--- config.mk ---
export PLATFORM = sky130hd
export DESIGN_NAME = uart_rx_param
export DESIGN_NICKNAME = d
export VERILOG_FILES = /design/src/rtl/uart_rx_param.sv
export SDC_FILE = /design/constraint.sdc
export NUM_CORES = 1
export LEC_CHECK = 0
export CAP_MARGIN = 10
export CELL_PAD_IN_SITES_DETAIL_PLACEMENT = 1
export CELL_PAD_IN_SITES_GLOBAL_PLACEMENT = 2
export CORE_ASPECT_RATIO = 0.9
export CORE_MARGIN = 5
export CORE_UTILIZATION = 42
export DETAILED_ROUTE_END_ITERATION = 6
export DONT_BUFFER_PORTS = 1
export PLACE_DENSITY = 0.93
export SLEW_MARGIN = 5
export SYNTH_ARGS = -nofsm -noshare
export SYNTH_HDL_FRONTEND = slang
export SYNTH_SLANG_ARGS = --single-unit
--- constraint.sdc ---
create_clock -name clk -period 3.15 [get_ports clk]
set_input_delay 0.315 -clock clk [delete_from_list [all_inputs] [get_ports clk]]
set_output_delay 0.315 -clock clk [all_outputs]
set_load 0.1 [all_outputs]
--- src/rtl/uart_rx_param.sv ---
// uart_rx_param: oversampling UART receiver with majority vote, error reporting and valid/ready output
module uart_rx_param #(
    parameter int CLK_FREQ   = 12000000,
    parameter int BAUD_RATE  = 9600,
    parameter int DATA_BITS  = 8,
    parameter int PARITY     = 0,
    parameter int STOP_BITS  = 1,
    parameter int OVERSAMPLE = 16
) (
    input  logic                 clk,
    input  logic                 rst,
    input  logic                 uart_rx,
    output logic [DATA_BITS-1:0] data,
    output logic                 valid,
    input  logic                 ready_in,
    output logic                 frame_err,
    output logic                 parity_err,
    output logic                 overrun,
    output logic                 break_det
);
    localparam int DIV = CLK_FREQ / (BAUD_RATE * OVERSAMPLE);
    localparam int DW  = DIV > 1 ? $clog2(DIV) : 1;
    localparam int TW  = $clog2(OVERSAMPLE);
    localparam int IW  = $clog2(DATA_BITS);

    typedef enum logic [2:0] {IDLE, START, DATA, PAR_S, STOP, BRK_WAIT} state_t;
    state_t state, nxt;

    logic [1:0]           sync;
    logic                 prev;
    logic [DW-1:0]        div_cnt;
    logic [TW-1:0]        t;
    logic [1:0]           smp;
    logic [DATA_BITS-1:0] sh;
    logic [IW-1:0]        idx;
    logic                 stop_idx;
    logic                 pbit;
    logic                 perr;
    logic                 ferr_acc;
    logic                 cur, fall, tick, decide, maj, ferr_new, brk, finish, accept, load;

    assign cur      = sync[1];
    assign fall     = prev & ~cur;
    assign tick     = div_cnt == DW'(DIV - 1);
    assign decide   = tick && t == TW'(OVERSAMPLE / 2 + 1);
    assign maj      = (smp[1] & smp[0]) | (smp[1] & cur) | (smp[0] & cur);
    assign ferr_new = ferr_acc | ~maj;
    assign brk      = ~|sh & ~pbit & ferr_new;
    assign accept   = valid & ready_in;
    assign load     = finish & ~brk & (~valid | accept);

    always_ff @(posedge clk)
        if (rst) state <= IDLE;
        else     state <= nxt;

    always_comb begin
        nxt    = state;
        finish = 1'b0;
        case (state)
            IDLE:     nxt = fall ? START : IDLE;
            START:    nxt = decide ? (maj ? IDLE : DATA) : START;
            DATA:     nxt = (decide && idx == IW'(DATA_BITS - 1)) ? (PARITY != 0 ? PAR_S : STOP) : DATA;
            PAR_S:    nxt = decide ? STOP : PAR_S;
            STOP: begin
                finish = decide && ((STOP_BITS == 1) || stop_idx);
                nxt    = finish ? (brk ? BRK_WAIT : IDLE) : STOP;
            end
            BRK_WAIT: nxt = cur ? IDLE : BRK_WAIT;
            default:  nxt = IDLE;
        endcase
    end

    always_ff @(posedge clk) begin
        if (rst) begin
            sync       <= 2'b11;
            prev       <= 1'b1;
            div_cnt    <= '0;
            t          <= '0;
            smp        <= 2'b11;
            sh         <= '0;
            idx        <= '0;
            stop_idx   <= 1'b0;
            pbit       <= 1'b0;
            perr       <= 1'b0;
            ferr_acc   <= 1'b0;
            data       <= '0;
            valid      <= 1'b0;
            frame_err  <= 1'b0;
            parity_err <= 1'b0;
            overrun    <= 1'b0;
            break_det  <= 1'b0;
        end else begin
            sync    <= {sync[0], uart_rx};
            prev    <= cur;
            div_cnt <= ((state == IDLE && fall) || tick) ? '0 : div_cnt + 1'b1;
            // bit phase restarts on the start edge so samples land mid-bit
            if (state == IDLE && fall) t <= '0;
            else if (tick)             t <= (t == TW'(OVERSAMPLE - 1)) ? '0 : t + 1'b1;
            if (tick && (t == TW'(OVERSAMPLE / 2 - 1) || t == TW'(OVERSAMPLE / 2))) smp <= {smp[0], cur};
            if (state == IDLE) begin
                idx      <= '0;
                stop_idx <= 1'b0;
                pbit     <= 1'b0;
                perr     <= 1'b0;
                ferr_acc <= 1'b0;
            end
            if (decide && state == DATA) begin
                sh[idx] <= maj;
                idx     <= idx + 1'b1;
            end
            if (decide && state == PAR_S) begin
                pbit <= maj;
                perr <= (PARITY == 1) ? ~(^sh ^ maj) : (^sh ^ maj);
            end
            if (decide && state == STOP) begin
                ferr_acc <= ferr_new;
                stop_idx <= 1'b1;
            end
            break_det <= finish & brk;
            overrun   <= finish & ~brk & valid & ~accept;
            valid     <= load | (valid & ~ready_in);
            if (load) begin
                data       <= sh;
                frame_err  <= ferr_new;
                parity_err <= perr;
            end
        end
    end
endmodule

==> results of run 1 <==
[sequential cells by signal, summed over array words and instances, names as in the netlist]
| name | count |
|---|---|
| break_det | 1 |
| data | 8 |
| div_cnt | 7 |
| ferr_acc | 1 |
| frame_err | 1 |
| idx | 3 |
| overrun | 1 |
| parity_err | 1 |
| pbit | 1 |
| perr | 1 |
| prev | 1 |
| sh | 8 |
| smp | 2 |
| state | 3 |
| sync | 2 |
| t | 4 |
| valid | 1 |
[cells in the mapped netlist, types with 4 or more instances]
master and number:
nand3_1 12, nand2_1 10, a21oi_1 27, buf_2 4
o21ai_0 12, buf_6 6, nor2b_1 5, xnor2_1 5
inv_1 14, clkbuf_1 5, xor2_1 5, ha_1 11
nand4_1 19, dfxtp_1 46, a31oi_1 4, nand2b_1 4
o31ai_1 10, nor2_1 16
[critical path, cell delays in order (launching register included)]
cell     delay [ps]
dfxtp_1         370
and2_1          610
nand4_4         320
o31ai_1         330
a21oi_1         100
[metal layers]
layer / track usage, % / vias to the layer above / part of all wire (%)
li1: - / 929 / -
met1: 21.6 / 878 / 51
met2: 25.4 / 26 / 44
met3: 3.81 / 6 / 4.2
met4: 4.32 / 0 / 1.0
met5: 0 / - / 0
[cell families after synthesis]
group                      count (synthesis)
and+or+nand+nor                           97
AOI/OAI and AO/OA                         66
DFF                                       46
buffers and inverters                     33
adders and majority gates                 12
xor gates and xnor gates                  10
[final cells by class]
cell class                      instances  area, um2
Fill cell                             655       3170
Multi-Input combinational cell        185       1270
Sequential cell                        46        921
Tap cell                               70       87.6
Clock buffer                            6       72.6
Inverter                               14       52.6
Clock inverter                          2       13.8
Timing Repair Buffer                    1       7.51
[worst max-delay path by stage]
stage,start,endpoint,cells past startpoint
floorplan,valid,data[1],4
global placement,sync[1],data[5],4
detailed placement,div_cnt[2],parity_err,4
CTS,div_cnt[2],parity_err,4
global route,div_cnt[2],parity_err,4
finish,div_cnt[2],parity_err,4
[stage by stage]
step	power (mW)	instance area (um2)
after global placement	0.625	2340
after detailed placement	0.626	2340
after CTS	0.981	2430
after global routing	1.02	2430
after floorplan	0.627	2390
final	0.972	2430
[power by group]
part           internal [mW]  total, mW  switching [mW]  leakage (nW)
logic                0.00821     0.0189          0.0107         0.420
clock network          0.157      0.361           0.204        0.0452
registers              0.587      0.593         0.00639         0.372
[placed cells by master, fill, tap and decap left out, types with 2 or more instances in the layout]
cell,synthesis,final
ha_1,11,11
nand3_1,12,12
nor3_1,3,3
xor2_1,5,5
and4_1,2,2
inv_1,14,14
dfxtp_1,46,46
a21o_1,3,3
nand2_1,10,10
and3_1,2,2
nor2_1,16,16
a21oi_1,27,27
or2_2,3,3
nand2b_1,4,4
o31ai_1,10,10
a211o_1,3,3
or4_1,2,2
nand4_1,19,19
nor2b_1,5,5
clkbuf_8,0,5
o21ai_0,12,12
xnor2_1,5,5
a31oi_1,4,4
and3b_1,3,3
==> results.yml, run 1 <==
outcome:
  outcome: "complete, no violations"
cells_and_area:
  diodes: 0
  fin_nets: 268
  final_util_pct: 43.4
  finalNonFillerCells: 324
  syn_to_final_growth_pct: 1.73
  drive_gt1_share_pct: 9.84
clocking:
  numCtsBuffers: 5
  clk-insertion-delay-late_ps: 300
  path_clk_slew_ps: 100
  cts_setup_buffers: 0
  ctsHoldBuffers: 0
  clockBufferDepth: 2
  ctsResizeCount: 0
  cts_root_buf: "clkbuf_8"
  cts_sinks: 46
  cts_tree: "done"
  cts_max_level: 2
setup_path:
  worst-setup-path-type: "reg -> reg"
  critPathLaunchType: "flip-flop"
  critPathCaptureType: "flip-flop"
  critical_path.max_fanout: 18
  rr_startpoint: "div_cnt[2]"
  rr_endpoint: "parity_err"
  reg2reg_depth: 4
  critical_path_arrival_ps: 2040
  cp.required_ps: 3340
  ff2ff_setup_slack_ps: 1300
logic_synthesis:
  yosys.area_share.simple_pct: 25.9
  synth.area.top_cells: "dfxtp_1 (39%), ha_1 (5.8%), a21oi_1 (5.7%)"
  synth-main-ff-cell: "dfxtp_1"
  synth_fp_nets: 279
  netlist_instances: 264
  seq_area_frac_synth_pct: 38.6
  synth_top_area_cell: "dfxtp_1"
  synth_top_area_share_pct: 38.6
  synthAdderAreaFrac_pct: 6.24
  ys_async_sr_fraction_pct: 0
  yosysWarningCount: 0
  synth_mux_area_share_pct: 0
  yosysUniqueCellTypes: 53
  synth_xor_area_share_pct: 3.67
  synth_top_family_by_area: "simple AND/OR/NAND/NOR gates"
  ys_ff_latch: 46
  synth_edf_count: 0
  synth-compound-area-share_pct: 17.6
  syn-cell-area_um2: 2390
  avgSynthCellArea_um2: 9.04
sta:
  timing.slew.headroom_pct: 34.6
  rsz0062_at_grt: "false"
  finClkSkew_ps: 15.9
  setup_ws_ps: 1300
  finalSetupViolations: 0
  final_max_slew_viol_count: 0
  hold_viol: 0
  whs_ps: 76.3
  post-route-min-period_ps: 1850
  fmax_mhz: 540
  worst_pin_slew_ps: 980
  setup_tns_ps: 0
  post-route-period-util_pct: 58.8
placement:
  io_buffers: 0
  gp_congestion: 0.771
  dp_slack_ps: 1300
  placedCellCount: 316
  place_hpwl_um: 3820
pwr:
  pwr_density_cell_nw_per_um2: 400
  vdd_ir_drop_max_uv: 252
  p_leak_nw: 0.837
global_routing:
  grt_pass1_wl_um: 9050
  grt_overflow: 0
  grt_pass1_vias: 1858
  antenna_found_initial: 0
  grt_usage_pct: 16.0
  grt_max_degree: 37
detailed_routing:
  totalWireLength_um: 5260
  drc: 0
  drt_iter0_markers: 86
  vias_per_cell: 5.68
  ant_nets: 0
  routedWlPerCell_um: 16.2
  detail_route.first_pass.iterations: 4
  vias: 1839
run:
  maxCapViolations: 0
floorplan:
  die_x_um: 89.5
  io-pin-count: 17
  start_util_pct: 42.7
  die_y_um: 81.5
  placementRows: 26
  fp.dieArea_um2: 7290
  core-area_um2: 5600
min_path:
  hp-class: "in -> reg"
  min_to: "sh[0]"
  hold_depth: 1
  min-delay-start: "rst"
Power figures use the tool's default switching activity.
==> run 2, diff against run 1 <==
--- a/config.mk
+++ b/config.mk
@@ -10,10 +10,10 @@
 export CELL_PAD_IN_SITES_GLOBAL_PLACEMENT = 2
 export CORE_ASPECT_RATIO = 0.9
 export CORE_MARGIN = 5
-export CORE_UTILIZATION = 42
+export CORE_UTILIZATION = 35
 export DETAILED_ROUTE_END_ITERATION = 6
 export DONT_BUFFER_PORTS = 1
-export PLACE_DENSITY = 0.93
+export PLACE_DENSITY = 0.84
 export SLEW_MARGIN = 5
 export SYNTH_ARGS = -nofsm -noshare
 export SYNTH_HDL_FRONTEND = slang
==> constraint.sdc (replaced) <==
create_clock -name clk -period 1.7 [get_ports clk]
set_input_delay 0.17 -clock clk [delete_from_list [all_inputs] [get_ports clk]]
set_output_delay 0.17 -clock clk [all_outputs]
set_load 0.1 [all_outputs]
==> results.yml, run 2 (synthesis gave the netlist of run 1 again) <==
outcome:
  outcome: "complete, no violations"
global_routing:
  grtUsageMet1_pct: 19.7
  grt_usage_pct: 14.4
  grt_pass1_vias: 2029
  use_met2_pct: 22.8
  antenna_found_initial: 0
  grt_max_degree: 34
  grt_overflow: 0
  grt_pass1_wl_um: 10100
  grt-busiest-layer: "met2"
  grtUsageMet3_pct: 3.47
sta:
  hold_viol: 0
  post-route-min-period_ps: 1630
  finClkSkew_ps: 10.5
  rsz0062_at_grt: "true"
  timing.slew.headroom_pct: 38.6
  fmax_mhz: 615
  setup_tns_ps: 0
  finalSetupViolations: 0
  worst_pin_slew_ps: 919
  final_max_slew_viol_count: 0
  post-route-period-util_pct: 95.7
  setup_ws_ps: 72.9
run:
  maxCapViolations: 0
detailed_routing:
  routedWlPerCell_um: 17.1
  vias: 2064
  drc: 0
  ant_nets: 0
  drt_iter0_markers: 106
  totalWireLength_um: 6510
  vias_per_cell: 5.43
  detail_route.first_pass.iterations: 4
floorplan:
  die_y_um: 88.4
  die_x_um: 97.1
  core-area_um2: 6620
  io-pin-count: 17
  fp.dieArea_um2: 8570
  placementRows: 28
  start_util_pct: 36.1
setup_path:
  cp.required_ps: 1890
  critical_path.max_fanout: 8
  path_cells: "inv_2 -> ha_1 -> and3b_2 -> nand4_2 -> o31ai_1 -> a21oi_1"
  critPathCaptureType: "flip-flop"
  worst-setup-path-type: "reg -> reg"
  critPathLaunchType: "flip-flop"
  critical_path_arrival_ps: 1820
  slowest_stage: "dfxtp_2"
  cpPeakStageDelay_ps: 350
cells_and_area:
  syn_to_final_growth_pct: 17.9
  final_util_pct: 42.5
  drive_gt1_share_pct: 25.9
  largest_registers: "data x8, sh x8, div_cnt x7"
  diodes: 0
  fin_nets: 305
  layout_commonest_cell: "dfxtp_1"
  layout_common_cells: "dfxtp_1 (44), buf_4 (30), a21oi_1 (25), nand4_1 (19), nor2_1 (16)"
clocking:
  clk-insertion-delay-late_ps: 310
  clockBufferDepth: 2
  cts_root_buf: "clkbuf_8"
  cts_sinks: 46
  cts_max_level: 2
  path_clk_slew_ps: 90
  cts_tree: "done"
  numCtsBuffers: 5
min_path:
  hp-class: "in -> reg"
placement:
  place_hpwl_um: 4120
  dp_slack_ps: 27.6
  io_buffers: 0
  gp_congestion: 0.856
pwr:
  pwr_density_cell_nw_per_um2: 647
  vdd_ir_drop_max_uv: 239
  p_leak_nw: 1.04
-- run 2: stage by stage --
stage / cells / hold slack [ps] / power [mW] / cell area, um2
after global placement: 363 / 245 / 1.17 / 2570
final: 380 / 30.3 / 1.82 / 2810
after floorplan: 264 / 274 / 1.16 / 2390
after CTS: 372 / 27.1 / 1.84 / 2680
after global routing: 380 / 34.6 / 1.90 / 2810
after detailed placement: 363 / 247 / 1.17 / 2570
-- run 2: worst paths after layout --
| path | startpoint | to | slack (ps) | depth (start not counted) |
|---|---|---|---|---|
| min | rst | state[2] | 30 | 2 |
| max reg2reg | t[1] | data[4] | 70 | 6 |
| min reg2reg | sync[0] | sync[1] | 410 | 1 |
| max | t[1] | data[4] | 70 | 6 |
-- run 2: layout make-up --
| cell class | instances | area, um2 |
|---|---|---|
| fillers | 781 | 3810 |
| clock buffers | 5 | 68.8 |
| well taps | 90 | 113 |
| inverters | 14 | 52.6 |
| flip-flops and latches | 46 | 923 |
| multi-input cells | 190 | 1380 |
| clock inverters | 2 | 10.0 |
| repair buffers | 33 | 267 |
-- run 2: where the power goes --
part	switching (mW)	internal, mW
combinational	0.0421	0.0316
sequential	0.0109	1.09
clock	0.372	0.277
total	0.425	1.40
-- run 2: timing repair --
action / in CTS / in global routing
hold buffers: 2 / 0
endpoints found under the setup margin: 0 / 22
gates resized for setup: 0 / 18
setup buffers: 0 / 3
endpoints found under the hold margin: 33 / 0
-- run 2: critical path: cells and delay by family, from the launching register on --
| kind | cells | cell delay, ps |
|---|---|---|
| flip-flops | 1 | 350 |
| adder cells (fa/ha/maj) | 1 | 150 |
| buffers and inverters | 1 | 70 |
| AND/OR/NAND/NOR | 2 | 580 |
| AO/OA/AOI/OAI | 2 | 360 |
-- run 2: metal layers --
metal  routed length (um)  part of all wire, %
met5                    0                    0
met3                  228                  3.5
met1                 3180                   49
met2                 3030                   47
met4                   77                  1.2
